**src/rtl/rgb_pwm_driver.sv**
```systemverilog
// Three-channel PWM driver for an RGB LED. Duty levels are sampled only at the
// frame boundary, so changes made mid-frame cannot glitch the pins.
module rgb_pwm_driver #(
   parameter int unsigned PRESCALE   = 4,
   parameter bit          ACTIVE_LOW = 1'b0
) (
   input  logic       clk,
   input  logic       rst,
   input  logic       en,
   input  logic [7:0] r,
   input  logic [7:0] g,
   input  logic [7:0] b,
   output logic       led_r,
   output logic       led_g,
   output logic       led_b,
   output logic       frame_start
);

   localparam int unsigned   PW      = (PRESCALE > 1) ? $clog2(PRESCALE) : 1;
   localparam logic [PW-1:0] PRE_MAX = PW'(PRESCALE - 1);
   localparam logic [7:0]    CNT_MAX = 8'd254;
   localparam logic [2:0]    LED_OFF = {3{ACTIVE_LOW}};

   logic [PW-1:0]   pre_q, pre_d;
   logic [7:0]      cnt_q, cnt_d;
   logic [2:0][7:0] duty_q, duty_d;
   logic [2:0]      led_q, led_d;
   logic            frame_start_q, frame_start_d;

   logic [2:0][7:0] level;
   logic [2:0][7:0] eff_duty;
   logic            tick;
   logic            load;

   assign level = {b, g, r};
   assign tick  = en && (pre_q == PRE_MAX);
   assign load  = en && (pre_q == '0) && (cnt_q == 8'd0);

   always_comb begin
      pre_d         = pre_q;
      cnt_d         = cnt_q;
      duty_d        = duty_q;
      led_d         = LED_OFF;
      frame_start_d = 1'b0;
      eff_duty      = duty_q;

      if (!en) begin
         pre_d  = '0;
         cnt_d  = 8'd0;
         duty_d = '0;
      end else begin
         if (tick) begin
            pre_d = '0;
            cnt_d = (cnt_q == CNT_MAX) ? 8'd0 : cnt_q + 8'd1;
         end else begin
            pre_d = pre_q + PW'(1);
         end

         // The load cycle compares against the incoming level so the first
         // tick of a new frame already reflects the new duty.
         if (load) begin
            duty_d        = level;
            eff_duty      = level;
            frame_start_d = 1'b1;
         end

         for (int i = 0; i < 3; i++) begin
            led_d[i] = (cnt_q < eff_duty[i]) ^ ACTIVE_LOW;
         end
      end
   end

   always_ff @(posedge clk) begin
      if (rst) begin
         pre_q         <= '0;
         cnt_q         <= 8'd0;
         duty_q        <= '0;
         led_q         <= LED_OFF;
         frame_start_q <= 1'b0;
      end else begin
         pre_q         <= pre_d;
         cnt_q         <= cnt_d;
         duty_q        <= duty_d;
         led_q         <= led_d;
         frame_start_q <= frame_start_d;
      end
   end

   assign led_r       = led_q[0];
   assign led_g       = led_q[1];
   assign led_b       = led_q[2];
   assign frame_start = frame_start_q;

endmodule

```
**config.mk**
```make
export PLATFORM = sky130hd
export DESIGN_NAME = rgb_pwm_driver
export DESIGN_NICKNAME = d
export VERILOG_FILES = /design/src/rtl/rgb_pwm_driver.sv
export SDC_FILE = /design/constraint.sdc
export NUM_CORES = 1
export LEC_CHECK = 0
export BUFFER_PORTS_ARGS = -buffer_cell sky130_fd_sc_hd__buf_2
export CAP_MARGIN = 20
export CORE_ASPECT_RATIO = 1.5
export CORE_MARGIN = 3
export CORE_UTILIZATION = 60
export CTS_BUF_LIST = sky130_fd_sc_hd__clkbuf_4
export CTS_CLUSTER_DIAMETER = 40
export CTS_CLUSTER_SIZE = 25
export DETAILED_ROUTE_END_ITERATION = 10
export HOLD_SLACK_MARGIN = 0.03
export MAX_ROUTING_LAYER = met4
export PLACE_DENSITY = 0.83
export SLEW_MARGIN = 20
export SYNTH_ARGS = -nofsm -noshare
export SYNTH_HDL_FRONTEND = slang
export SYNTH_SLANG_ARGS = --single-unit
```
**constraint.sdc**
```tcl
create_clock -name clk -period 5.85 [get_ports clk]
set_input_delay 0.2925 -clock clk [delete_from_list [all_inputs] [get_ports clk]]
set_output_delay 0.2925 -clock clk [all_outputs]
set_load 0.05 [all_outputs]
```
# [Yosys cells after proc, flatten, opt, wreduce, memory -nomap -nowiden]
# Index checks and enable logic that the tools add are counted.
# W data, S select, Z words.
[totals] reg_bits=38 input_bits=27 out_inout_bits=4
[op_classes] n_addsub=2 n_lt_le_gt_ge=3 n_eq_ne=2 mux=4 bitwise_logic=1 n_reduce_logical=7
[op_table] operator="$mux W24" n=2
[op_table] operator="$lt A8 B8 Y1" n=3
[op_table] operator="$add A8 B1 Y8 const B" n=1
[op_table] operator="$eq A8 B8 Y1 const B" n=1
[op_table] operator="$logic_not A8 Y1" n=1
[op_table] operator="$mux W8" n=1
[op_table] operator="$logic_and A1 B1 Y1" n=3
[op_table] operator="$reduce_or A3 Y1" n=1
[op_table] operator="$add A2 B1 Y2 const B" n=1
[op_table] operator="$eq A2 B2 Y1 const B" n=1
[op_table] operator="$logic_not A2 Y1" n=1
[op_table] operator="$reduce_or A2 Y1" n=1
[op_table] operator="$mux W1" n=1
[op_table] operator="$not A1 Y1" n=1

# [Longest topological paths before layout]
# Gate-level depths: netlist of the first run.
[logic_depth] depth_word=6 mapped_depth=12 depth_no_buf=10

# [Worst setup path before layout of the first run]
# OpenSTA, ideal clock, no wires.
[synth_path] path_kind="flip-flop to flip-flop" startpoint="register cnt_q[0]" endpoint="register led_q[0]" setup_ps=74 arrival_ps=2656 required_ps=5776 setup_slack_ps=3120 stages_incl_launch_ff=12 n_path_buf=1 synth_period_minus_slack_ps=2730 path_cell_list="dfxtp_1 > inv_1 > ha_1 > nor4b_4 > nand3_4 > buf_6 > mux2i_2 > ha_1 > a21oi_1 > a2bb2oi_1 > or4bb_1 > o21ai_0"
[synth_via] elab_chain_len=5
[synth_rtl] element="start, declared" line_no="25" rtl="logic [7:0] cnt_q, cnt_d;"
[synth_rtl] element="start signal, assigned" line_no="82" rtl="cnt_q <= cnt_d;"
[synth_rtl] element="$logic_not A8 Y1" line_no="37" rtl="assign load = en && (pre_q == '0) && (cnt_q == 8'd0);"
[synth_rtl] element="$logic_and A1 B1 Y1" line_no="37"
[synth_rtl] element="$mux W24"
[synth_rtl] element="$mux W24" line_no="47" rtl="if (!en) begin"
[synth_rtl] element="$lt A8 B8 Y1 *" line_no="68" rtl="led_d[i] = (cnt_q < eff_duty[i]) ^ ACTIVE_LOW;"
[synth_rtl] element="end signal, assigned" line_no="84" rtl="led_q <= led_d;"
[synth_rtl] element="end, declared" line_no="27" rtl="logic [2:0] led_q, led_d;"
# Every way passes the cells marked *; elsewhere a longest branch is shown, timed or not. The select of a mux whose other input is x is not followed.
# A chain may end at the register's enable or synchronous reset.

# [Final worst setup path of the first run]
# Same ends and word-level chain as after synthesis.

==> results.yml, run 1 <==
sta:
  final-setup-viol-count: 0
  hold_violations: 0
  finalCritPeriodShare_pct: 56.1
  rsz0062_at_grt: "false"
  worst_pin_slew_ns: 0.575
  drv_slew: 0
  period_minus_slack_ns: 3.28
  setup_tns_ns: 0
  skew_ns: 0.00740
  max_freq_ghz: 0.304
  relSlewSlack_pct: 61.7
logic_synthesis:
  syn_area_per_cell_um2: 9.94
  synth_top_area_cell: "dfxtp_1"
  yosysWarnings: 0
  yosys_register_bits: 38
  synth_top_area_share_pct: 35.9
  yosysSeqAreaShare_pct: 35.9
  synthCells: 213
  synth_area_leaders: "dfxtp_1 (36%), ha_1 (15%), mux2i_2 (11%)"
  synth_area_um2: 2120
  synthDistinctLibCells: 29
  syn-num-nets: 266
worst_setup_path:
  arrival_ns: 3.56
  cp-end-kind: "register"
  startpoint_type: "register"
  required_ns: 6.13
  path_class: "register to register"
  critPathMaxFanout: 24
power:
  p_int_mw: 0.355
  p_comb_share_pct: 17.3
  clkPwrFrac_pct: 27.8
  ir_drop_mv: 0.157
  swShare_pct: 27.8
  total_power_mw: 0.492
  p_seq_share_pct: 54.9
  p_leak_nw: 1.06
  power_density_nw_per_um2: 210
  power.switching_mw: 0.137
clock_network:
  cts_buffer_depth: 2
  cts_root_buf: "clkbuf_4"
  cts_resized: 0
  cts.clk_slew.worst_paths_ns: 0.11
  clock_latency_ns: 0.35
  cts_tree: "built"
  cts_sinks: 38
  postCtsSetupBuffers: 0
  hold_buffers: 0
  h-tree-depth: 2
  numCtsBuffers: 5
global_routing:
  grt_max_degree: 25
  antenna_found_initial: 0
  grt_pass1_vias: 1565
  grt_pass1_wl_um: 6760
  gr-total-overflow: 0
  grt_use_total_pct: 22.4
cells_and_area:
  insertedDiodeCount: 0
  layout.nets: 298
  final_cell_mix: "nor2_1 (38), dfxtp_1 (38), buf_2 (30)"
  utilization_pct: 72.0
  drive_above_1_share_pct: 23.6
  area_growth_pct: 10.6
  fin_area_um2: 2340
  instances_no_fill: 286
routing:
  avgViaCountPerCell: 5.64
  drt_iter0_drc: 13
  ant_nets: 0
  drt-total-wl_um: 4000
  remaining_drc_errors: 0
  wl_per_cell_um: 14.0
  num_vias: 1613
  firstDrtPassIters: 4
die:
  core-area_um2: 3250
  die_area_um2: 4290
  pin_count: 31
  std_cell_rows: 25
  die_w_um: 54.5
  start_util_pct: 65.1
  die_y_um: 78.8
place:
  io_buffers: 30
  place_congestion: 0.742
  dp_hpwl_um: 3000
  dp_cells: 278
  place_area_um2: 2290
hold_path:
  hp-class: "primary input to register"
run_status:
  status: "completed"
run:
  maxCapViolations: 0
sequential cells by signal, indices dropped and copies added (netlist names):
name,cells
led_q,3
duty_q,24
pre_q,2
cnt_q,8
frame_start,1
power groups by stage:
stage / logic (mW) / clock network, mW / registers (mW)
after CTS: 0.0862 / 0.141 / 0.270
after detailed placement: 0.0861 / 0 / 0.276
after global routing: 0.0944 / 0.152 / 0.271
after global placement: 0.0838 / 0 / 0.276
final: 0.0853 / 0.137 / 0.270
after floorplan: 0.0567 / 0 / 0.285
critical path, stage by stage, from the launching register on:
cell	delay, ns
dfxtp_1	0.38
inv_1	0.13
ha_1	0.18
nor4b_4	0.39
nand3_4	0.48
mux2i_2	0.37
ha_1	0.29
a21oi_1	0.15
a2bb2oi_1	0.20
or4bb_1	0.48
o21ai_0	0.14
area by class of cell:
class	count	area, µm²
clock inverters	2	8.76
multi-input cells	165	1310
fillers	273	911
repair buffers	31	158
inverters	4	15.0
well taps	40	50.0
flip-flops and latches	38	761
clock buffers	6	45.0
layer usage:
layer	global-route usage, %	share of wire, %	up-vias
met5	-	0	-
met4	12.2	2.9	0
met3	5.25	4.4	8
met2	36.1	50	32
met1	24.6	43	753
li1	-	-	820
synth_stat cells:
master,count
nor3b_1,1
o211ai_1,4
a21o_1,4
nand4_1,5
and2_0,1
and4_1,3
a21oi_1,10
o21ai_0,6
buf_6,2
ha_1,26
nor4b_4,1
nand2b_1,5
nor2b_1,4
a2bb2oi_1,3
xnor2_1,6
nor3_1,6
or4bb_1,3
and3_1,3
nor2_1,38
nand3_4,1
dfxtp_1,38
xor2_1,1
mux2i_2,17
clkbuf_1,4
nand3_1,3
nor3_4,1
nand2_1,6
mux2i_1,7
inv_1,4
logic make-up after synthesis:
logic type | share of synthesized area [%]
and+or+nand+nor | 21.1
DFF | 35.9
AOI/OAI and AO/OA | 7.86
adders and majority gates | 15.4
muxes | 14.4
buffers and inverters | 2.48
xor gates and xnor gates | 2.89
per-stage QoR:
step / setup slack (ns) / hold WS (ns)
finish: 2.57 / 0.183
global route: 2.32 / 0.200
CTS: 2.56 / 0.170
detailed placement: 2.58 / 0.456
global placement: 2.70 / 0.446
floorplan: 3.12 / 0.427
final timing paths:
kind / startpoint / endpoint / slack, ns / depth (start not counted)
worst max-delay path: cnt_q[0] / led_q[0] / 2.57 / 10
worst min-delay path: r[0] / duty_q[0] / 0.18 / 3
worst max register to register: cnt_q[0] / led_q[0] / 2.57 / 10
worst min register to register: pre_q[0] / pre_q[0] / 0.47 / 1
No activity file was read; power rests on OpenSTA's default activity.
==> inputs of run 2 (changes only) <==
--- a/config.mk
+++ b/config.mk
@@ -5,18 +5,19 @@
 export SDC_FILE = /design/constraint.sdc
 export NUM_CORES = 1
 export LEC_CHECK = 0
+export ABC_AREA = 1
 export BUFFER_PORTS_ARGS = -buffer_cell sky130_fd_sc_hd__buf_2
 export CAP_MARGIN = 20
 export CORE_ASPECT_RATIO = 1.5
 export CORE_MARGIN = 3
-export CORE_UTILIZATION = 60
+export CORE_UTILIZATION = 53
 export CTS_BUF_LIST = sky130_fd_sc_hd__clkbuf_4
 export CTS_CLUSTER_DIAMETER = 40
 export CTS_CLUSTER_SIZE = 25
 export DETAILED_ROUTE_END_ITERATION = 10
 export HOLD_SLACK_MARGIN = 0.03
 export MAX_ROUTING_LAYER = met4
-export PLACE_DENSITY = 0.83
+export PLACE_DENSITY = 0.78
 export SLEW_MARGIN = 20
 export SYNTH_ARGS = -nofsm -noshare
 export SYNTH_HDL_FRONTEND = slang
==> constraint.sdc (replaced) <==
create_clock -name clk -period 2.63 [get_ports clk]
set_input_delay 0.1315 -clock clk [delete_from_list [all_inputs] [get_ports clk]]
set_output_delay 0.1315 -clock clk [all_outputs]
set_load 0.05 [all_outputs]
==> run 2 against run 1 <==
Combinational power rose by 110%. First-iteration DRC count stayed put. Wire length shrank 2.4%. Highest routed layer unchanged. Clock skew is 0.0013 ns lower.
==> results.yml, run 2 <==
clock_network:
  cts_buffer_depth: 2
  numCtsBuffers: 5
  cts_root_buf: "clkbuf_4"
  cts_tree: "built"
  h-tree-depth: 2
  hold_buffers: 0
  clock_latency_ns: 0.35
  cts_sinks: 38
  cts_resized: 0
  cts.clk_slew.worst_paths_ns: 0.11
  postCtsSetupBuffers: 0
global_routing:
  grt_pass1_vias: 1540
  antenna_found_initial: 0
  grt_use_total_pct: 18.4
  grt_max_degree: 27
  gr-total-overflow: 0
  grt_pass1_wl_um: 6400
cells_and_area:
  fin_area_um2: 2330
  regMostFlops: "duty_q"
  largest_reg_flops: 24
  final_common_cell: "dfxtp_1"
  area_growth_pct: 13.6
  utilization_pct: 63.2
  drive_above_1_share_pct: 21.5
  final_cell_mix: "dfxtp_1 (38), nor2_1 (33), nand2_1 (33)"
  insertedDiodeCount: 0
  instances_no_fill: 317
  layout.nets: 326
  largestRegisters: "duty_q x24, cnt_q x8, led_q x3"
worst_setup_path:
  cpLargestDelayFamily: "adder cells"
  critPathMaxFanout: 13
  r2r_setup_slack_ns: 0.24
  startpoint_type: "register"
  arrival_ns: 2.67
  crit_chain: "inv_1 > ha_1 > nand3_2 > nor2_8 > buf_12 > mux2i_1 > ha_1 > a21oi_1 > o211ai_1 > a21oi_2"
  cp-end-kind: "register"
  path_class: "register to register"
  required_ns: 2.92
  slowest_delay_ns: 0.39
  slowest_stage: "dfxtp_1"
  path_common_cell: "ha_1"
  worst-path-buf-inv: 2
sta:
  final-setup-viol-count: 0
  period_minus_slack_ns: 2.39
  max_freq_ghz: 0.419
  skew_ns: 0.00612
  fin_hold_ws_ns: 0.0415
  relSlewSlack_pct: 69.9
  fin_ws_ns: 0.245
  hold_violations: 0
  finalCritPeriodShare_pct: 90.7
  setup_tns_ns: 0
  rsz0062_at_grt: "false"
  drv_slew: 0
  worst_pin_slew_ns: 0.451
logic_synthesis:
  synth_top_area_share_pct: 37.1
  async_flop_share_pct: 0
  synth-edff-count: 0
  synthDistinctLibCells: 27
  yosysWarnings: 0
  synth_area_leaders: "dfxtp_1 (37%), ha_1 (16%), mux2i_1 (10%)"
  yosysSeqAreaShare_pct: 37.1
  yosys_register_bits: 38
  synth_area_um2: 2050
  syn_area_per_cell_um2: 8.76
  synth-main-ff-cell: "dfxtp_1"
  yosysMostFrequentCell: "dfxtp_1"
  synthTopCellsByCount: "dfxtp_1 (38), nand2_1 (33), nor2_1 (33)"
  synthCells: 234
  synth_top_area_cell: "dfxtp_1"
  syn-num-nets: 287
run_status:
  status: "completed"
place:
  dp_cells: 309
  place_area_um2: 2270
  dp_hpwl_um: 3020
  dp_slack_ns: 0.267
  io_buffers: 30
  place_congestion: 0.796
power:
  p_leak_nw: 1.16
  ir_drop_mv: 0.314
  total_power_mw: 1.08
  power_density_nw_per_um2: 464
die:
  start_util_pct: 55.7
  std_cell_rows: 27
  core-area_um2: 3680
  die_y_um: 82.2
  pin_count: 31
  die_w_um: 56.8
  die_area_um2: 4660
routing:
  drt_iter0_drc: 13
  routed-wl-met3_um: 143
  num_vias: 1619
  drt-total-wl_um: 3900
  topRoutingLayerUsed: "met4"
  wl_per_cell_um: 12.3
  wl_met1_um: 1570
  avgViaCountPerCell: 5.11
  ant_nets: 0
  firstDrtPassIters: 3
  remaining_drc_errors: 0
  routed-wl-met2_um: 2120
run:
  maxCapViolations: 0
hold_path:
  hp-class: "primary input to register"
[run 2: metal layers]
metal	up-vias	GRT usage, %
met5	-	-
met4	0	7.66
met3	7	4.20
met2	22	34.7
met1	741	18.0
li1	849	-
[run 2: kinds of logic (layout without fill, tap and decap cells)]
group / Yosys count / after routing / share of synthesized area (%)
mux: 21 / 21 / 10.3
buf+inv: 30 / 70 / 6.59
flops: 38 / 38 / 37.1
fa+ha+maj: 26 / 26 / 15.9
simple gates: 92 / 92 / 21.8
compound gates: 26 / 26 / 7.94
xor+xnor: 1 / 1 / 0.427
[run 2: cell type report]
class / count / area [µm²]
Multi-Input combinational cell: 166 / 1150
Clock inverter: 2 / 8.76
Inverter: 26 / 97.6
Sequential cell: 38 / 761
Fill cell: 335 / 1360
Tap cell: 43 / 53.8
Timing Repair Buffer: 36 / 208
Clock buffer: 6 / 45.0
[run 2: worst min-delay path, stage by stage]
cell and delay, ns:
buf_2 0.07, mux2i_1 0.07, nor2_1 0.08
[run 2: power breakdown]
group | internal, mW | total (mW) | leakage [nW] | switching [mW]
registers | 0.593 | 0.598 | 0.309 | 0.00529
clock network | 0.111 | 0.302 | 0.0331 | 0.191
logic | 0.0745 | 0.179 | 0.819 | 0.105
[run 2: path summary, 6_finish.rpt]
check	from	end	depth (start not counted)
min reg2reg	pre_q[0]	pre_q[0]	1
max reg2reg	cnt_q[1]	led_q[0]	10
max	cnt_q[1]	led_q[0]	10
min	r[5]	duty_q[5]	3
==> inputs of run 3 (changes only) <==
--- a/config.mk
+++ b/config.mk
@@ -9,7 +9,7 @@
 export BUFFER_PORTS_ARGS = -buffer_cell sky130_fd_sc_hd__buf_2
 export CAP_MARGIN = 20
 export CORE_ASPECT_RATIO = 1.5
-export CORE_MARGIN = 3
+export CORE_MARGIN = 2
 export CORE_UTILIZATION = 53
 export CTS_BUF_LIST = sky130_fd_sc_hd__clkbuf_4
 export CTS_CLUSTER_DIAMETER = 40
==> run 3 against run 2 <==
Critical path depth up 2. Utilization up 0.17 points. Largest cell class unchanged. Power up 0.92%. Global-route usage up 4.5 points. Wire length up 6.6%. Maximum frequency up 0.34%. First-iteration DRC count up 15%. Sequential power about the same. Count of clock-buffer cells in the layout up 1. Flip-flop and latch count unchanged. Worst hold slack better by 0.015 ns. Design area up 0.27%.
==> results.yml, run 3 (synthesis results as in run 2) <==
run_status:
  status: "completed"
clock_network:
  cts_resized: 0
  postCtsSetupBuffers: 0
  hold_buffers: 0
  cts_root_buf: "clkbuf_4"
  cts_buffer_depth: 2
  numCtsBuffers: 5
  cts_sinks: 38
  clock_latency_ns: 0.34
  cts.clk_slew.worst_paths_ns: 0.11
  cts_tree: "built"
  h-tree-depth: 2
sta:
  max_freq_ghz: 0.421
  final-setup-viol-count: 0
  drv_slew: 0
  hold_violations: 0
  setup_tns_ns: 0
  skew_ns: 0.00808
  period_minus_slack_ns: 2.38
  finalCritPeriodShare_pct: 90.4
  fin_hold_ws_ns: 0.0567
  rsz0062_at_grt: "false"
  worst_pin_slew_ns: 0.453
  relSlewSlack_pct: 69.7
worst_setup_path:
  cp-end-kind: "register"
  crit_cells: 12
  worst-path-buf-inv: 2
  required_ns: 2.92
  path_common_cell: "nand2_1"
  critPathMaxFanout: 11
  slowest_stage: "dfxtp_1"
  r2r_cells: 12
  path_class: "register to register"
  arrival_ns: 2.67
  slowest_delay_ns: 0.39
  crit_chain: "inv_1 > ha_1 > nand3_2 > nor2_8 > buf_12 > mux2i_1 > ha_1 > nand2_1 > nand2_1 > nand2_1 > nand2_1 > a21oi_2"
  startpoint_type: "register"
  cpLargestDelayFamily: "simple AND/OR/NAND/NOR gates"
cells_and_area:
  multi_input_area_um2: 1150
  area_growth_pct: 13.9
  regMostFlops: "duty_q"
  largestRegisters: "duty_q x24, cnt_q x8, led_q x3"
  regArea_um2: 761
  final_cell_mix: "dfxtp_1 (38), nor2_1 (33), nand2_1 (33)"
  insertedDiodeCount: 0
  largest_reg_flops: 24
  final_common_cell: "dfxtp_1"
  fill_cells: 345
  layout.nets: 327
  drive_above_1_share_pct: 21.9
place:
  io_buffers: 30
  place_congestion: 0.815
  dp_hpwl_um: 3240
global_routing:
  grt_pass1_vias: 1739
  gr-total-overflow: 0
  grt_use_total_pct: 22.9
  grt_max_degree: 27
  antenna_found_initial: 0
  grt_pass1_wl_um: 7090
routing:
  wl_per_cell_um: 13.1
  drt-total-wl_um: 4160
  num_vias: 1669
  ant_nets: 0
  remaining_drc_errors: 0
  avgViaCountPerCell: 5.26
  drt_iter0_drc: 15
  firstDrtPassIters: 4
run:
  maxCapViolations: 0
die:
  die_y_um: 80.2
  pin_count: 31
  die_w_um: 54.8
  start_util_pct: 55.7
  std_cell_rows: 27
  die_area_um2: 4390
  core-area_um2: 3680
power:
  ir_drop_mv: 0.347
  p_leak_nw: 1.17
  power_density_nw_per_um2: 467
hold_path:
  hp-class: "primary input to register"
  holdPathStages: 3
[run 3: final timing paths]
path / from / slack (ns) / endpoint
hold reg to reg: pre_q[0] / 0.46 / pre_q[0]
setup / recovery: cnt_q[1] / 0.25 / led_q[0]
hold / removal: g[7] / 0.06 / duty_q[15]
setup reg to reg: cnt_q[1] / 0.25 / led_q[0]
[run 3: metal layers]
layer	vias to the layer above	wire length [µm]	global-route usage, %
met1	773	1600	22.0
met2	27	2280	40.7
met4	0	126	11.8
li1	858	-	-
met3	11	150	4.83
met5	-	0	-
[run 3: report_power, final]
part / internal [mW] / switching (mW) / total, mW
Clock: 0.122 / 0.186 / 0.307
Sequential: 0.593 / 0.00523 / 0.598
Combinational: 0.0762 / 0.108 / 0.184
Total: 0.791 / 0.299 / 1.09
[run 3: worst min-delay path, delay by kind of cell]
family                 cells  cell delay, ns
and+or+nand+nor            1            0.08
muxes                      1            0.08
buffers and inverters      1            0.07
[run 3: area by class of cell]
type                       instances  share of cell area (%)
multi-input combinational        166                    49.4
sequential                        38                    32.6
timing repair buffer              37                    9.22
inverter                          26                    4.18
tap                               43                    2.31
clock buffer                       7                    2.25
[run 3: stage by stage]
step / worst slack [ns] / util, % / cells / total power, mW / area [µm²]
5_1_grt: 0.0169 / 63.4 / 317 / 1.15 / 2330
6_report: 0.253 / 63.4 / 317 / 1.09 / 2330
3_5_place_dp: 0.282 / 61.9 / 310 / 0.798 / 2280
3_3_place_gp: 0.371 / 61.9 / 310 / 0.792 / 2280
4_1_cts: 0.261 / 63.4 / 317 / 1.10 / 2330
2_1_floorplan: 0.625 / - / 234 / 0.748 / 2050
